`config.mk`:
```
export PLATFORM = sky130hd
export DESIGN_NAME = pwm_edge_capture
export DESIGN_NICKNAME = d
export VERILOG_FILES = /design/src/rtl/pwm_edge_capture.sv
export SDC_FILE = /design/constraint.sdc
export NUM_CORES = 1
export LEC_CHECK = 0
export ABC_AREA = 1
export BUFFER_PORTS_ARGS = -buffer_cell sky130_fd_sc_hd__buf_2
export CAP_MARGIN = 20
export CORE_MARGIN = 8
export CORE_UTILIZATION = 50
export DETAILED_ROUTE_END_ITERATION = 8
export PLACE_DENSITY = 0.79
export SETUP_SLACK_MARGIN = 0.2
export SLEW_MARGIN = 10
export SYNTH_ARGS = -nofsm -noshare
export SYNTH_HDL_FRONTEND = slang
export SYNTH_SLANG_ARGS = --single-unit
```
`constraint.sdc`:
```
create_clock -name i_clk -period 1.6 [get_ports i_clk]
set_input_delay 0.08 -clock i_clk [delete_from_list [all_inputs] [get_ports i_clk]]
set_output_delay 0.08 -clock i_clk [all_outputs]
set_load 0.005 [all_outputs]
```
`src/rtl/pwm_edge_capture.sv`:
```
// rtl/pwm_edge_capture.sv - measures rise/fall times of a PWM waveform against a free-running period counter
// Each 256-cycle window of aligned time is classified and reported with a one-cycle VALID pulse.
module pwm_edge_capture #(
  parameter int LATENCY = 1
) (
  input  logic       i_clk,
  input  logic       i_rst,
  input  logic [7:0] i_time_cnt,
  input  logic       i_pwm_in,
  output logic [7:0] o_rise_out,
  output logic [7:0] o_fall_out,
  output logic       o_valid,
  output logic [1:0] o_err_code
);

  typedef enum logic [1:0] {SYNC, CAPTURE, REPORT} state_t;

  state_t     r_state, w_next;
  logic [7:0] w_t;
  logic [7:0] r_prev_t;
  logic       r_prev;
  logic [1:0] r_rise_cnt, r_fall_cnt;
  logic [7:0] r_rise_t, r_fall_t;
  logic       w_rise_edge, w_fall_edge, w_disc, w_win_end;
  logic [1:0] w_rise_base, w_fall_base, w_rise_n, w_fall_n;
  logic [7:0] w_rise_tn, w_fall_tn;
  logic [7:0] w_res_rise, w_res_fall;
  logic [1:0] w_res_err;

  // Align the counter with the PWM sample it produced
  generate
    if (LATENCY == 0) begin : g_nodly
      assign w_t = i_time_cnt;
    end else begin : g_dly
      logic [7:0] r_dly [LATENCY];
      always_ff @(posedge i_clk) begin
        if (i_rst) begin
          for (int i = 0; i < LATENCY; i++) r_dly[i] <= '0;
        end else begin
          r_dly[0] <= i_time_cnt;
          for (int i = 1; i < LATENCY; i++) r_dly[i] <= r_dly[i-1];
        end
      end
      assign w_t = r_dly[LATENCY-1];
    end
  endgenerate

  assign w_rise_edge = ~r_prev & i_pwm_in;
  assign w_fall_edge = r_prev & ~i_pwm_in;
  assign w_disc      = (r_state != SYNC) && (w_t != 8'(r_prev_t + 8'd1));
  assign w_win_end   = (r_state == CAPTURE) && (w_t == 8'hFF);

  // The REPORT cycle carries the t=0 sample, so it starts a fresh window
  always_comb begin
    w_rise_base = (r_state == CAPTURE) ? r_rise_cnt : 2'd0;
    w_fall_base = (r_state == CAPTURE) ? r_fall_cnt : 2'd0;
    w_rise_n    = (w_rise_edge && w_rise_base != 2'd2) ? w_rise_base + 2'd1 : w_rise_base;
    w_fall_n    = (w_fall_edge && w_fall_base != 2'd2) ? w_fall_base + 2'd1 : w_fall_base;
    w_rise_tn   = w_rise_edge ? w_t : r_rise_t;
    w_fall_tn   = w_fall_edge ? w_t : r_fall_t;
  end

  always_comb begin
    w_res_rise = 8'd0;
    w_res_fall = 8'd0;
    w_res_err  = 2'd1;
    if (w_rise_n == 2'd1 && w_fall_n == 2'd1) begin
      w_res_rise = w_rise_tn;
      w_res_fall = w_fall_tn;
      w_res_err  = 2'd0;
    end else if (w_rise_n == 2'd0 && w_fall_n == 2'd0) begin
      w_res_err  = i_pwm_in ? 2'd2 : 2'd0;
    end
  end

  always_comb begin
    w_next = r_state;
    case (r_state)
      SYNC:    if (w_t == 8'hFF) w_next = CAPTURE;
      CAPTURE: if (w_disc) w_next = SYNC;
               else if (w_t == 8'hFF) w_next = REPORT;
      REPORT:  w_next = w_disc ? SYNC : CAPTURE;
      default: w_next = SYNC;
    endcase
  end

  always_ff @(posedge i_clk) begin
    if (i_rst) r_state <= SYNC;
    else       r_state <= w_next;
  end

  always_ff @(posedge i_clk) begin
    if (i_rst) begin
      r_prev     <= 1'b0;
      r_prev_t   <= 8'd0;
      r_rise_cnt <= 2'd0;
      r_fall_cnt <= 2'd0;
      r_rise_t   <= 8'd0;
      r_fall_t   <= 8'd0;
      o_rise_out <= 8'd0;
      o_fall_out <= 8'd0;
      o_err_code <= 2'd0;
      o_valid    <= 1'b0;
    end else begin
      r_prev   <= i_pwm_in;
      r_prev_t <= w_t;
      o_valid  <= 1'b0;
      if (r_state == SYNC) begin
        r_rise_cnt <= 2'd0;
        r_fall_cnt <= 2'd0;
      end else begin
        r_rise_cnt <= w_rise_n;
        r_fall_cnt <= w_fall_n;
        r_rise_t   <= w_rise_tn;
        r_fall_t   <= w_fall_tn;
      end
      if (w_disc) begin
        o_valid    <= 1'b1;
        o_rise_out <= 8'd0;
        o_fall_out <= 8'd0;
        o_err_code <= 2'd3;
      end else if (w_win_end) begin
        o_valid    <= 1'b1;
        o_rise_out <= w_res_rise;
        o_fall_out <= w_res_fall;
        o_err_code <= w_res_err;
      end
    end
  end

endmodule

```
==> results of run 1 <==
==> logic make-up (layout without fill, tap and decap cells) <==
group	Yosys count	count (layout)	share of synthesized area, %
AO/OA/AOI/OAI	53	53	11.37
XOR/XNOR	4	4	1.259
adder cells (fa/ha/maj)	3	3	1.348
buffers and inverters	73	139	11.19
flip-flops	58	58	41.71
AND/OR/NAND/NOR	214	215	33.12
==> worst max path at each step <==
stage / slack [ns] / start / to
finish: -0.26 / r_state[0]$_SDFFE_PP0P_ / o_err_code[0]$_SDFFE_PP0P_
global placement: -0.11 / r_state[0]$_SDFFE_PP0P_ / o_fall_out[0]$_SDFFE_PP0P_
detailed placement: -0.19 / r_state[0]$_SDFFE_PP0P_ / o_rise_out[6]$_SDFFE_PP0P_
global route: -0.35 / r_state[0]$_SDFFE_PP0P_ / o_err_code[0]$_SDFFE_PP0P_
CTS: -0.14 / r_state[0]$_SDFFE_PP0P_ / o_err_code[0]$_SDFFE_PP0P_
floorplan: -0.04 / r_state[0]$_SDFFE_PP0P_ / o_fall_out[6]$_SDFFE_PP0P_
==> sequential cells by signal (all words and copies together) (netlist names) <==
name and cells:
r_fall_t 8, o_fall_out 8, r_prev 1, r_rise_t 8, r_prev_t 8, r_rise_cnt 2
o_rise_out 8, r_state 2, o_valid 1, o_err_code 2, g_dly.r_dly 8, r_fall_cnt 2
==> cell type report <==
cell class / instances / area, sq um / area share, %
flip-flops and latches: 58 / 1175 / 31.95
inverters: 60 / 227.7 / 6.193
clock inverters: 3 / 17.52 / 0.4764
repair buffers: 65 / 462.9 / 12.59
well taps: 72 / 90.09 / 2.450
clock buffers: 11 / 141.4 / 3.845
multi-input cells: 275 / 1563 / 42.50
==> routing by layer <==
| metal | part of all wire, % | track usage (%) |
|---|---|---|
| met1 | 40 | 19.09 |
| met2 | 52 | 31.97 |
| met5 | 0 | 0 |
| met3 | 5.3 | 5.403 |
| met4 | 3.0 | 9.154 |
==> worst max-delay path, stage by stage, from the launching register on <==
cell and delay [ns]:
dfxtp_4 0.39, inv_4 0.04, nor2_4 0.12, nand2_2 0.10
ha_4 0.17, nand3b_1 0.20, nand2_1 0.15, nand2_2 0.08
nor2_4 0.12, nand2_4 0.12, nand2_1 0.09, nand2_1 0.05
nand3_1 0.07, nand2_1 0.06
==> metrics by stage <==
step                instances  total power (uW)
finish                    544              2855
floorplan                 405              1637
global placement          512              1700
global route              544              2962
CTS                       538              2833
detailed placement        512              1706
==> what timing repair did <==
| item | 4_1_cts | 5_1_grt |
|---|---|---|
| pin swaps | 6 | 19 |
| buffers inserted | 3 | 6 |
| hold buffers | 8 | 0 |
| resized for setup | 22 | 44 |
| hold endpoints to repair | 8 | 0 |
| setup endpoints to repair | 27 | 31 |
| cloned | 1 | 0 |
==> cell usage in the layout, fill, tap and decap left out, types with 4 or more instances in the layout <==
master          n
nor2_4          8
inv_1          52
inv_2           7
nor2_1         56
clkbuf_8       10
nand2_4         9
a21oi_2         7
nand3_1         6
buf_2          29
nand2_2        15
a21oi_1        12
o21ai_1        15
nand3_2         4
dfxtp_1        53
nor2_2          9
nand2_1        96
buf_4          24
dlygate4sd3_1   8
o211ai_1       16
==> power breakdown <==
part	internal, uW	total, uW	switching (uW)
combinational	95.1	247	152
sequential	1460	1480	21.4
clock	581	1130	545
total	2140	2850	718
==> out/results.txt, run 1 <==
STA classifies the critical path endpoint as a register. The count of final hold-check violations was 0. The floorplan has 27 rows.

Count of TritonRoute iterations in the first routing pass: 5. Timing would allow up to 0.5369 GHz. Utilization of the core after routing: 67.61%.

The total half-perimeter wirelength after legalization and detailed placement is 4776 microns, and the worst clock skew on the final layout is 0.006215 ns. Relative to the synthesized area, the layout overhead comes to 32.09%. In this run the static leakage power is 0.001679 uW. The signal arrival time at the worst endpoint came out at 2.08 ns.

The number of synthesized register bits was 58; the final estimated routing congestion in global placement was 0.8236. The flow ran to the end, but the final reports show violations. By instance count, the leading cell after synthesis is nand2_1. The largest net degree at the start of global routing was 36. Dividing total power by cell area gives a power density of 776.3 nW/um^2. Headroom to the max-slew limit came out at 59.05%. The number of enable flip-flop cells after synthesis was 0; the required time at the worst-slack endpoint was 1.82 ns. The die covers 8211 sq um.

The cell depth of the worst hold path is 2, and the number of buffers added on ports is 29. Global routing used 18.14% of the available tracks. The transition time at the pin with the least slew margin was 0.6134 ns. The first routing iteration left 212 violations. The ratio of final minimum period to clock period came out at 116.4%. Post-synthesis instance total: 405.

After synthesis, the netlist uses 29 different library cells. The dominant synthesized flop cell is dfxtp_1. The number of maximum-capacitance constraint violations is 0.

In the routed design, unresolved DRC markers number 0. The number of pins exceeding their max-slew limit in the final report was 0; the number of cells on the worst reg-to-reg path was 13. Warning count from the yosys run: 0. The area fraction of the dominant cell type after synthesis is 41.71%.

Setup repair after global routing could not meet its margin everywhere. The run gives 2736 as the via count of the first global-routing pass. The longest clock path from root to sink contains 2 buffers. The critical path is of the reg -> reg type. The post-detailed-route wirelength per cell came out at 14.17 microns. Clock tree synthesis selected as its root buffer the cell clkbuf_8.

The startpoint identified for the worst register-to-register timing path is r_state[0]$_SDFFE_PP0P_. 0 antenna diodes ended up in the layout. In this run the most critical hold path is launched from i_rst. Tightest hold margin: 0.07481 ns. The detailed router placed 2792 vias in this run. The sum of routed wire length over all layers was 7706 microns. For the sequential area share after synthesis, the log shows 41.71%. Setup violations remaining at the end of the flow were counted as 20. The final reports fail on negative setup slack.

The logs give -3.987 ns for the total negative slack for setup checks and 51.18% for the starting density of the core. The run gives 0 as the total grt overflow. By count the netlist is led by nand2_1 (112), nor2_1 (65), dfxtp_1 (58). For the number of antenna violations at the first check in global routing, the log shows 0. The clock reaches the later pin of the worst-skew pair after 0.33 ns.

The type of the worst min-delay path is in -> reg. Of all flip-flops after synthesis, the portion carrying an async set or reset was 0%. End point of the worst hold path: r_prev_t[3]$_SDFF_PP0_.

Using the TritonRoute via totals, the vias-per-cell ratio works out to 5.132. For the finished layout, the period the worst path requires is 1.863 ns. After filler insertion, the fill cell instance count of the layout stands at 424. Measured along the x axis, the die boundary spans 90.62 microns. Register clock-pin slew on the reported worst setup and hold paths: 0.06 ns.

The worst setup path is launched from a register. For the wire length of the first global-routing pass, the log shows 12280 microns. The run gives 419 as the net count after synthesis.

The tools report the number of sinks on the clock net as 58. The run gives 483 as the number of nets in the layout. Summing every instance area after synthesis gives 2784 sq um.

The placed instances occupy a cell area of 3113 sq um. The average footprint of a synthesized cell works out to 6.874 sq um. The number of CTS-inserted buffers came out at 9.

Once detail routing completed, the nets flagged for antenna violations numbered 0. The H-tree level count is 3, and the maximum fanout along the worst path is 4. In this run the vertical extent of the chip is 90.62 microns. Prior to clock tree synthesis, the placed netlist has a worst setup slack of -0.1885 ns. The run gives 30 as the top-level I/O count. Largest area contributor in the synthesized netlist: dfxtp_1.

TritonCTS built the clock tree. In the post-synthesis netlist, the biggest area contributors are dfxtp_1 (42%), nand2_1 (15%), nor2_1 (8.8%), inv_1 (7.1%), o211ai_1 (4.3%). The core area was 5439 sq um; the area of all placed cells without fillers was 3677 sq um. For the register-to-register path setup slack, the log shows -0.26 ns. The worst register-to-register path ends at o_err_code[0]$_SDFFE_PP0P_. The highest ir drop seen on vdd was 687.7 uV. The tools report the setup slack after layout as -0.2627 ns. In the final layout, the share of cells above drive strength 1 is 31.36%.
(Power assumes the default switching activity.)
==> inputs of run 2 (changes only) <==
--- a/config.mk
+++ b/config.mk
@@ -13,6 +13,7 @@
 export DETAILED_ROUTE_END_ITERATION = 8
 export PLACE_DENSITY = 0.79
 export SETUP_SLACK_MARGIN = 0.2
+export SKIP_LAST_GASP = 1
 export SLEW_MARGIN = 10
 export SYNTH_ARGS = -nofsm -noshare
 export SYNTH_HDL_FRONTEND = slang
==> run 2 against run 1 <==
  * The run still ends with negative setup slack left
  * Worst setup slack got worse by 0.0010 ns
  * Hold slack got worse by 0.0069 ns
  * Utilization fell by 0.30 points
  * Non-clock buffer count did not move
  * Die area did not move
  * Combinational power barely moved
  * Final area fell by 0.44%
  * Fmax barely moved
  * Critical path type unchanged
==> out/results.txt, run 2 (synthesis results as in run 1) <==
The flow ran to the end, but the final reports show violations. The final reports fail on negative setup slack. Pin placement for this block handled 30 I/O pins.

Counting every sink on the clock net gives 58. The floorplan step set the die height to 90.62 microns. Setup violations remaining at the end of the flow were counted as 20. The fraction of layout instances using a drive strength above 1 came out at 31.14%.

The logs give 9 for the number of CTS-inserted buffers and 27 for the standard-cell row count. Along the worst path, the maximum fanout reaches 4. The wire-length estimate of the detail-placed layout is 4776 microns. The worst slew margin relative to its limit was 58.03%. The run gives 0 as the number of pins exceeding their max-slew limit in the final report. For the clock tree buffer depth, the log shows 2. The worst hold path passes through 2 cells. The analysis attributes to cell leakage a power of 0.001678 uW. Data on the critical path is required at its endpoint by 1.82 ns. Including well taps, the total number of placed cells is 512. The first global-routing pass estimated 12280 microns of wire.

The completed layout was analyzed and its total power is 2862 uW. The tree is rooted in a clkbuf_8. The routed layout has 2828 vias. Setup repair after global routing could not meet its margin everywhere. Dividing the detail-routed via count by the number of cells gives 5.199. The most common cell after layout, fill and taps aside was nand2_1. The remaining routing DRC violations is 0, and the global routing usage summed across all routing layers is 18.14%.

The power density over the cells was 781.8 nW/um^2. The floorplan step defined a die boundary enclosing 8211 sq um. Compared with the post-synthesis result, the final layout area differs by 31.51%.

Clock-pin slew was measured on the worst setup and hold paths at 0.06 ns. The DRC marker count from the first detailed-route iteration is 183, and the core area is 5439 sq um. After detailed routing, the average wire length per cell comes to 14.51 microns. The width of the die was 90.62 microns. The H-tree generated during clock tree synthesis spans 3 levels. The congestion estimate from routability-driven global placement came to 0.8236. For the via count of the first global-routing pass, the log shows 2736. The final cell count without fillers was 544; the post-layout minimum cycle time was 1.864 ns.

The run gives 0.5366 GHz as the maximum clock frequency. After layout, the worst path uses 116.5% of the clock period. The logs give -0.2637 ns for the setup slack after layout and 5 for the count of TritonRoute iterations in the first routing pass. The clock latency on the worst-skew pair is 0.33 ns. The signal arrival time at the worst endpoint was 2.09 ns. The transition time at the pin with the least slew margin is 0.6286 ns, and the count of inserted antenna diode cells is 0. Sequential cell area: 1175 sq um. The run gives 696.9 uV as the highest ir drop seen on vdd. The critical path launch point type was a register. Entering global routing, the biggest net connects 36 pins. TritonCTS built the clock tree.

The critical path in this run is classified as reg -> reg. The count of buffers added on input and output ports is 29. The run gives 0 as the number of antenna violations at the first check in global routing. The sum of routed wire length over all layers was 7895 microns. Once the floorplan was initialized, standard cells occupied 51.18% of the core.

The final layout contains 483 nets. STA classifies the critical path endpoint as a register. The run gives 0 as the total grt overflow.

The total negative slack for setup checks came out at -3.877 ns. The logs give 0 for the count of nets left with antenna violations after detail routing and 0.006165 ns for the worst clock skew on the final layout. The tools report the count of final hold-check violations as 0. The library cells used most frequently in the layout, excluding fill and tap cells, are nand2_1 (96), nor2_1 (57), dfxtp_1 (53), inv_1 (52), buf_2 (29).

Summing all multi-input logic gate instances after layout gives 1550 sq um. Counting the fill cells in the layout gives 430. Number of maximum-capacitance constraint violations: 0. Number of cells on the worst reg-to-reg path: 13. The type of the worst min-delay path was in -> reg.
## run 2: cell counts in the layout (fill, tap and decap cells not counted)
Identical to the previous run, type by type.
## run 2: path summary, 6_finish.rpt
kind / slack (ns) / to / startpoint
setup / recovery: -0.26 / o_err_code[0]$_SDFFE_PP0P_ / r_state[0]$_SDFFE_PP0P_
hold / removal: 0.07 / r_prev_t[3]$_SDFF_PP0_ / i_rst
setup reg to reg: -0.26 / o_err_code[0]$_SDFFE_PP0P_ / r_state[0]$_SDFFE_PP0P_
hold reg to reg: 0.50 / r_fall_t[1]$_SDFFE_PP0N_ / r_fall_t[1]$_SDFFE_PP0N_
## run 2: worst max-delay path, stage by stage (launching register included)
cell and delay, ns:
dfxtp_4 0.39, inv_4 0.04, nor2_4 0.11, nand2_2 0.09, ha_4 0.17, nand3b_1 0.20
nand2_1 0.16, nand2_2 0.09, nor2_4 0.11, nand2_4 0.11, nand2_1 0.09, nand2_1 0.05
nand3_1 0.07, nand2_1 0.06
## run 2: what timing repair did
item | in CTS | in global routing
resized for setup | 22 | 40
hold buffers | 8 | 0
setup buffers | 3 | 6
pin swaps | 5 | 19
gates cloned | 1 | 0
endpoints found under the setup margin | 27 | 31
hold endpoints to repair | 8 | 0
## run 2: power breakdown
group / internal, uW / total (uW) / switching, uW
logic: 93.9 / 246 / 152
clock network: 581 / 1130 / 553
registers: 1460 / 1480 / 21.4
## run 2: through the flow
stage	worst slack, ns	util [%]	hold slack (ns)	area, sq um
4_1_cts	-0.1444	63.77	0.05890	3468
3_3_place_gp	-0.1144	57.23	0.2851	3113
2_1_floorplan	-0.03646	-	0.1870	2809
3_5_place_dp	-0.1885	57.23	0.2880	3113
6_report	-0.2637	67.31	0.06791	3661
5_1_grt	-0.3625	67.31	0.06734	3661
## run 2: cell type report
cell class                      instances  share of cell area [%]
Multi-Input combinational cell        275                   42.34
Sequential cell                        58                   32.09
Timing Repair Buffer                   65                   12.54
Inverter                               60                   6.220
Clock buffer                           11                   3.862
Tap cell                               72                   2.461
Clock inverter                          3                  0.4785
## run 2: per-layer routing
layer  part of all wire [%]  routed length [microns]  global-route usage, %
met1                     39                     3113                  19.09
met2                     52                     4117                  31.97
met3                    4.8                      378                  5.403
met4                    3.6                      285                  9.154
met5                      0                        0                      0
==> inputs of run 3 (changes only) <==
--- a/config.mk
+++ b/config.mk
@@ -8,9 +8,10 @@
 export ABC_AREA = 1
 export BUFFER_PORTS_ARGS = -buffer_cell sky130_fd_sc_hd__buf_2
 export CAP_MARGIN = 20
-export CORE_MARGIN = 8
+export CORE_MARGIN = 4
 export CORE_UTILIZATION = 50
 export DETAILED_ROUTE_END_ITERATION = 8
+export HOLD_SLACK_MARGIN = 0.12
 export PLACE_DENSITY = 0.79
 export SETUP_SLACK_MARGIN = 0.2
 export SKIP_LAST_GASP = 1
==> run 3 against run 2 <==
  * The flow still finishes with violations (negative setup slack)
  * First-iteration DRC count grew 38%
  * Fmax fell by 5.9%
  * Via count up 2.8%
  * Clock power up 35%
  * Critical endpoint unchanged
  * Sequential share of layout area fell by 1.7 points
  * Register-to-register slack got worse by 0.12 ns
  * Flip-flop and latch count is the same
  * Routed wire length is 6.0% higher
  * Die area decreased by 17%
  * Power grew 14%
  * Global-route usage rose by 6.2 points
  * Largest power group is now clock
==> out/results.txt, run 3 (synthesis results as in run 1) <==
The flow ran to the end, but the final reports show violations. The checks that failed: negative setup slack. The logs give 0.35 ns for the clock latency on the worst-skew pair and 1176 sq um for the sequential cell area.

Type of the worst min-delay path: in -> reg. Compared with the post-synthesis result, the final layout area differs by 39.19%. The run gives 0 as the number of antenna violations at the first check in global routing. After the first detailed-routing iteration, the DRC count stood at 253.

The register clock-pin slew on the reported worst setup and hold paths works out to 0.07 ns. At the pin with the least slew margin, the transition time is 0.3774 ns. The first detailed-routing pass took 5 iterations.

Traced cell by cell, the critical path runs through inv_4 -> nor2_4 -> nand2_2 -> ha_4 -> nand3b_1 -> buf_4 -> nand2_2 -> nand2_1 -> nor2_1 -> nand2_1 -> nand2_2 -> nand2_2 -> nand3_2 -> nand2_1. The total area inside the core boundary comes to 5238 sq um. The count of nets left with antenna violations after detail routing came out at 0. Critical path launch point type: a register. Setup repair after global routing could not meet its margin everywhere.

The cell depth of the worst hold path came out at 2. Power density over the cells: 844.2 nW/um^2. The logs give 1.85 ns for the required time at the worst-slack endpoint and 0 for the total grt overflow. For the maximum clock frequency, the log shows 0.5050 GHz. The run gives 73.98% as the utilization of the core after routing.

Leaving out fill and tap cells, the most frequent cell in the layout is nand2_1. Of the cells placed in the final design, the portion with a size suffix greater than 1 is 31.29%. The routed layout has 2907 vias.

The setup slack after layout is -0.3803 ns. Post-layout minimum cycle time: 1.980 ns. The ratio of final minimum period to clock period came out at 123.8%. The clock passes through at most 2 buffers.

CTS built an H-tree with a depth of 3. 0 antenna diodes ended up in the layout. Setup violations remaining at the end of the flow were counted as 22. For the number of sinks on the clock net, the log shows 58. Buffers inserted during clock tree synthesis total 9. The worst setup path is captured at a register. The count of cells in the finished layout, fillers not included, comes to 559. The wire length of the first global-routing pass is 12160 microns, and the delay of the slowest critical-path stage is 0.37 ns.

The worst clock skew on the final layout is 0.009093 ns. Counting the fill cells in the layout gives 343. The number of gates on the worst path with buffers counted was 14. The tools report the global routing usage summed across all routing layers as 24.33%. The number of pins exceeding their max-slew limit in the final report came out at 0. Detailed placement finished with a half-perimeter wire length of 4435 microns. Once the floorplan was initialized, standard cells occupied 53.15% of the core. After detailed placement, the design holds a cell count of 513.

The worst slew margin relative to its limit is 74.80%, and the count of final hold-check violations is 0. The initialized floorplan defines 26 standard-cell rows. In this run the horizontal extent of the chip is 82.62 microns.

The slowest stage of the critical path is the dfxtp_4 cell. The number of nets in the layout came out at 498. By instance count, the cell type seen most on the critical path is nand2_2. The highest ir drop seen on vdd is 707.1 uV, and the floorplan die height is 82.62 microns.

The maximum fanout along the worst path is 3. The critical path is of the reg -> reg type. For this block, the routed nets add up to 8372 microns of wire. For this run, design rule violations remaining after detail routing come to 0.

Summing all multi-input logic gate instances after layout gives 1548 sq um. The floorplan step defined a die boundary enclosing 6825 sq um. For the worst setup path, the data arrival time is 2.23 ns. The root buffer cell was clkbuf_8. The via count of the first global-routing pass is 2701, and the number of cells on the worst reg-to-reg path is 14. The congestion estimate from routability-driven global placement came to 0.9086. TritonCTS built the clock tree.

Pin placement for this block handled 30 I/O pins. Broken down by cell family, the worst path's largest delay share belongs to simple AND/OR/NAND/NOR gates. Dividing the detail-routed wire length by the instance count gives 14.98 microns. Using the TritonRoute via totals, the vias-per-cell ratio works out to 5.200. The number of maximum-capacitance constraint violations came out at 0. The worst path buffer plus inverter count was 2; the largest net degree at the start of global routing was 36.

The leakage power is 0.001800 uW. Leaving out fill and tap cells, the most frequent cells in the layout are nand2_1 (98), nor2_1 (58), dfxtp_1 (52), inv_1 (50), buf_2 (29). The number of buffers added on ports came out at 29.
## run 3: per-layer routing
metal,track usage [%],part of all wire (%),vias up
li1,-,-,1407
met1,27.48,40,1348
met2,40.22,50,117
met3,7.484,5.6,35
met4,14.38,4.1,0
met5,0,0,-
## run 3: path summary, 6_finish.rpt
kind / endpoint / start / slack [ns]
setup / recovery: o_err_code[0]$_SDFFE_PP0P_ / r_state[0]$_SDFFE_PP0P_ / -0.38
hold / removal: r_state[1]$_SDFFE_PP0P_ / i_rst / 0.14
setup reg to reg: o_err_code[0]$_SDFFE_PP0P_ / r_state[0]$_SDFFE_PP0P_ / -0.38
hold reg to reg: r_rise_t[6]$_SDFFE_PP0N_ / r_rise_t[6]$_SDFFE_PP0N_ / 0.51
## run 3: per-stage QoR
stage | worst slack, ns | instance area, sq um | setup TNS [ns] | hold WS, ns | power [uW]
6_report | -0.3803 | 3875 | -5.061 | 0.1428 | 3271
3_3_place_gp | -0.1352 | 3120 | -2.066 | 0.2845 | 1703
3_5_place_dp | -0.1791 | 3120 | -2.713 | 0.2881 | 1708
4_1_cts | -0.1038 | 3656 | -1.697 | 0.08647 | 3211
2_1_floorplan | -0.03646 | 2809 | -0.3622 | 0.1870 | 1637
5_1_grt | -0.4563 | 3875 | -6.725 | 0.1584 | 3371
## run 3: final cells by class
| cell class | count | area share (%) |
|---|---|---|
| Clock buffer | 13 | 4.650 |
| Clock inverter | 3 | 1.130 |
| Inverter | 60 | 6.006 |
| Multi-Input combinational cell | 275 | 39.94 |
| Sequential cell | 58 | 30.35 |
| Tap cell | 70 | 2.260 |
| Timing Repair Buffer | 80 | 15.66 |
## run 3: where the power goes
group	total, uW	internal [uW]	switching, uW	leakage, uW
clock network	1530	900	627	0.000115
registers	1480	1460	20.3	0.000474
logic	265	109	155	0.00121
## run 3: what timing repair did
action                                  in CTS  in global routing
endpoints found under the hold margin       16                  0
endpoints found under the setup margin      23                 35
pin swaps                                   24                 25
hold buffers                                16                  0
resized for setup                           19                 48
setup buffers                                6                  7
gates cloned                                 1                  0
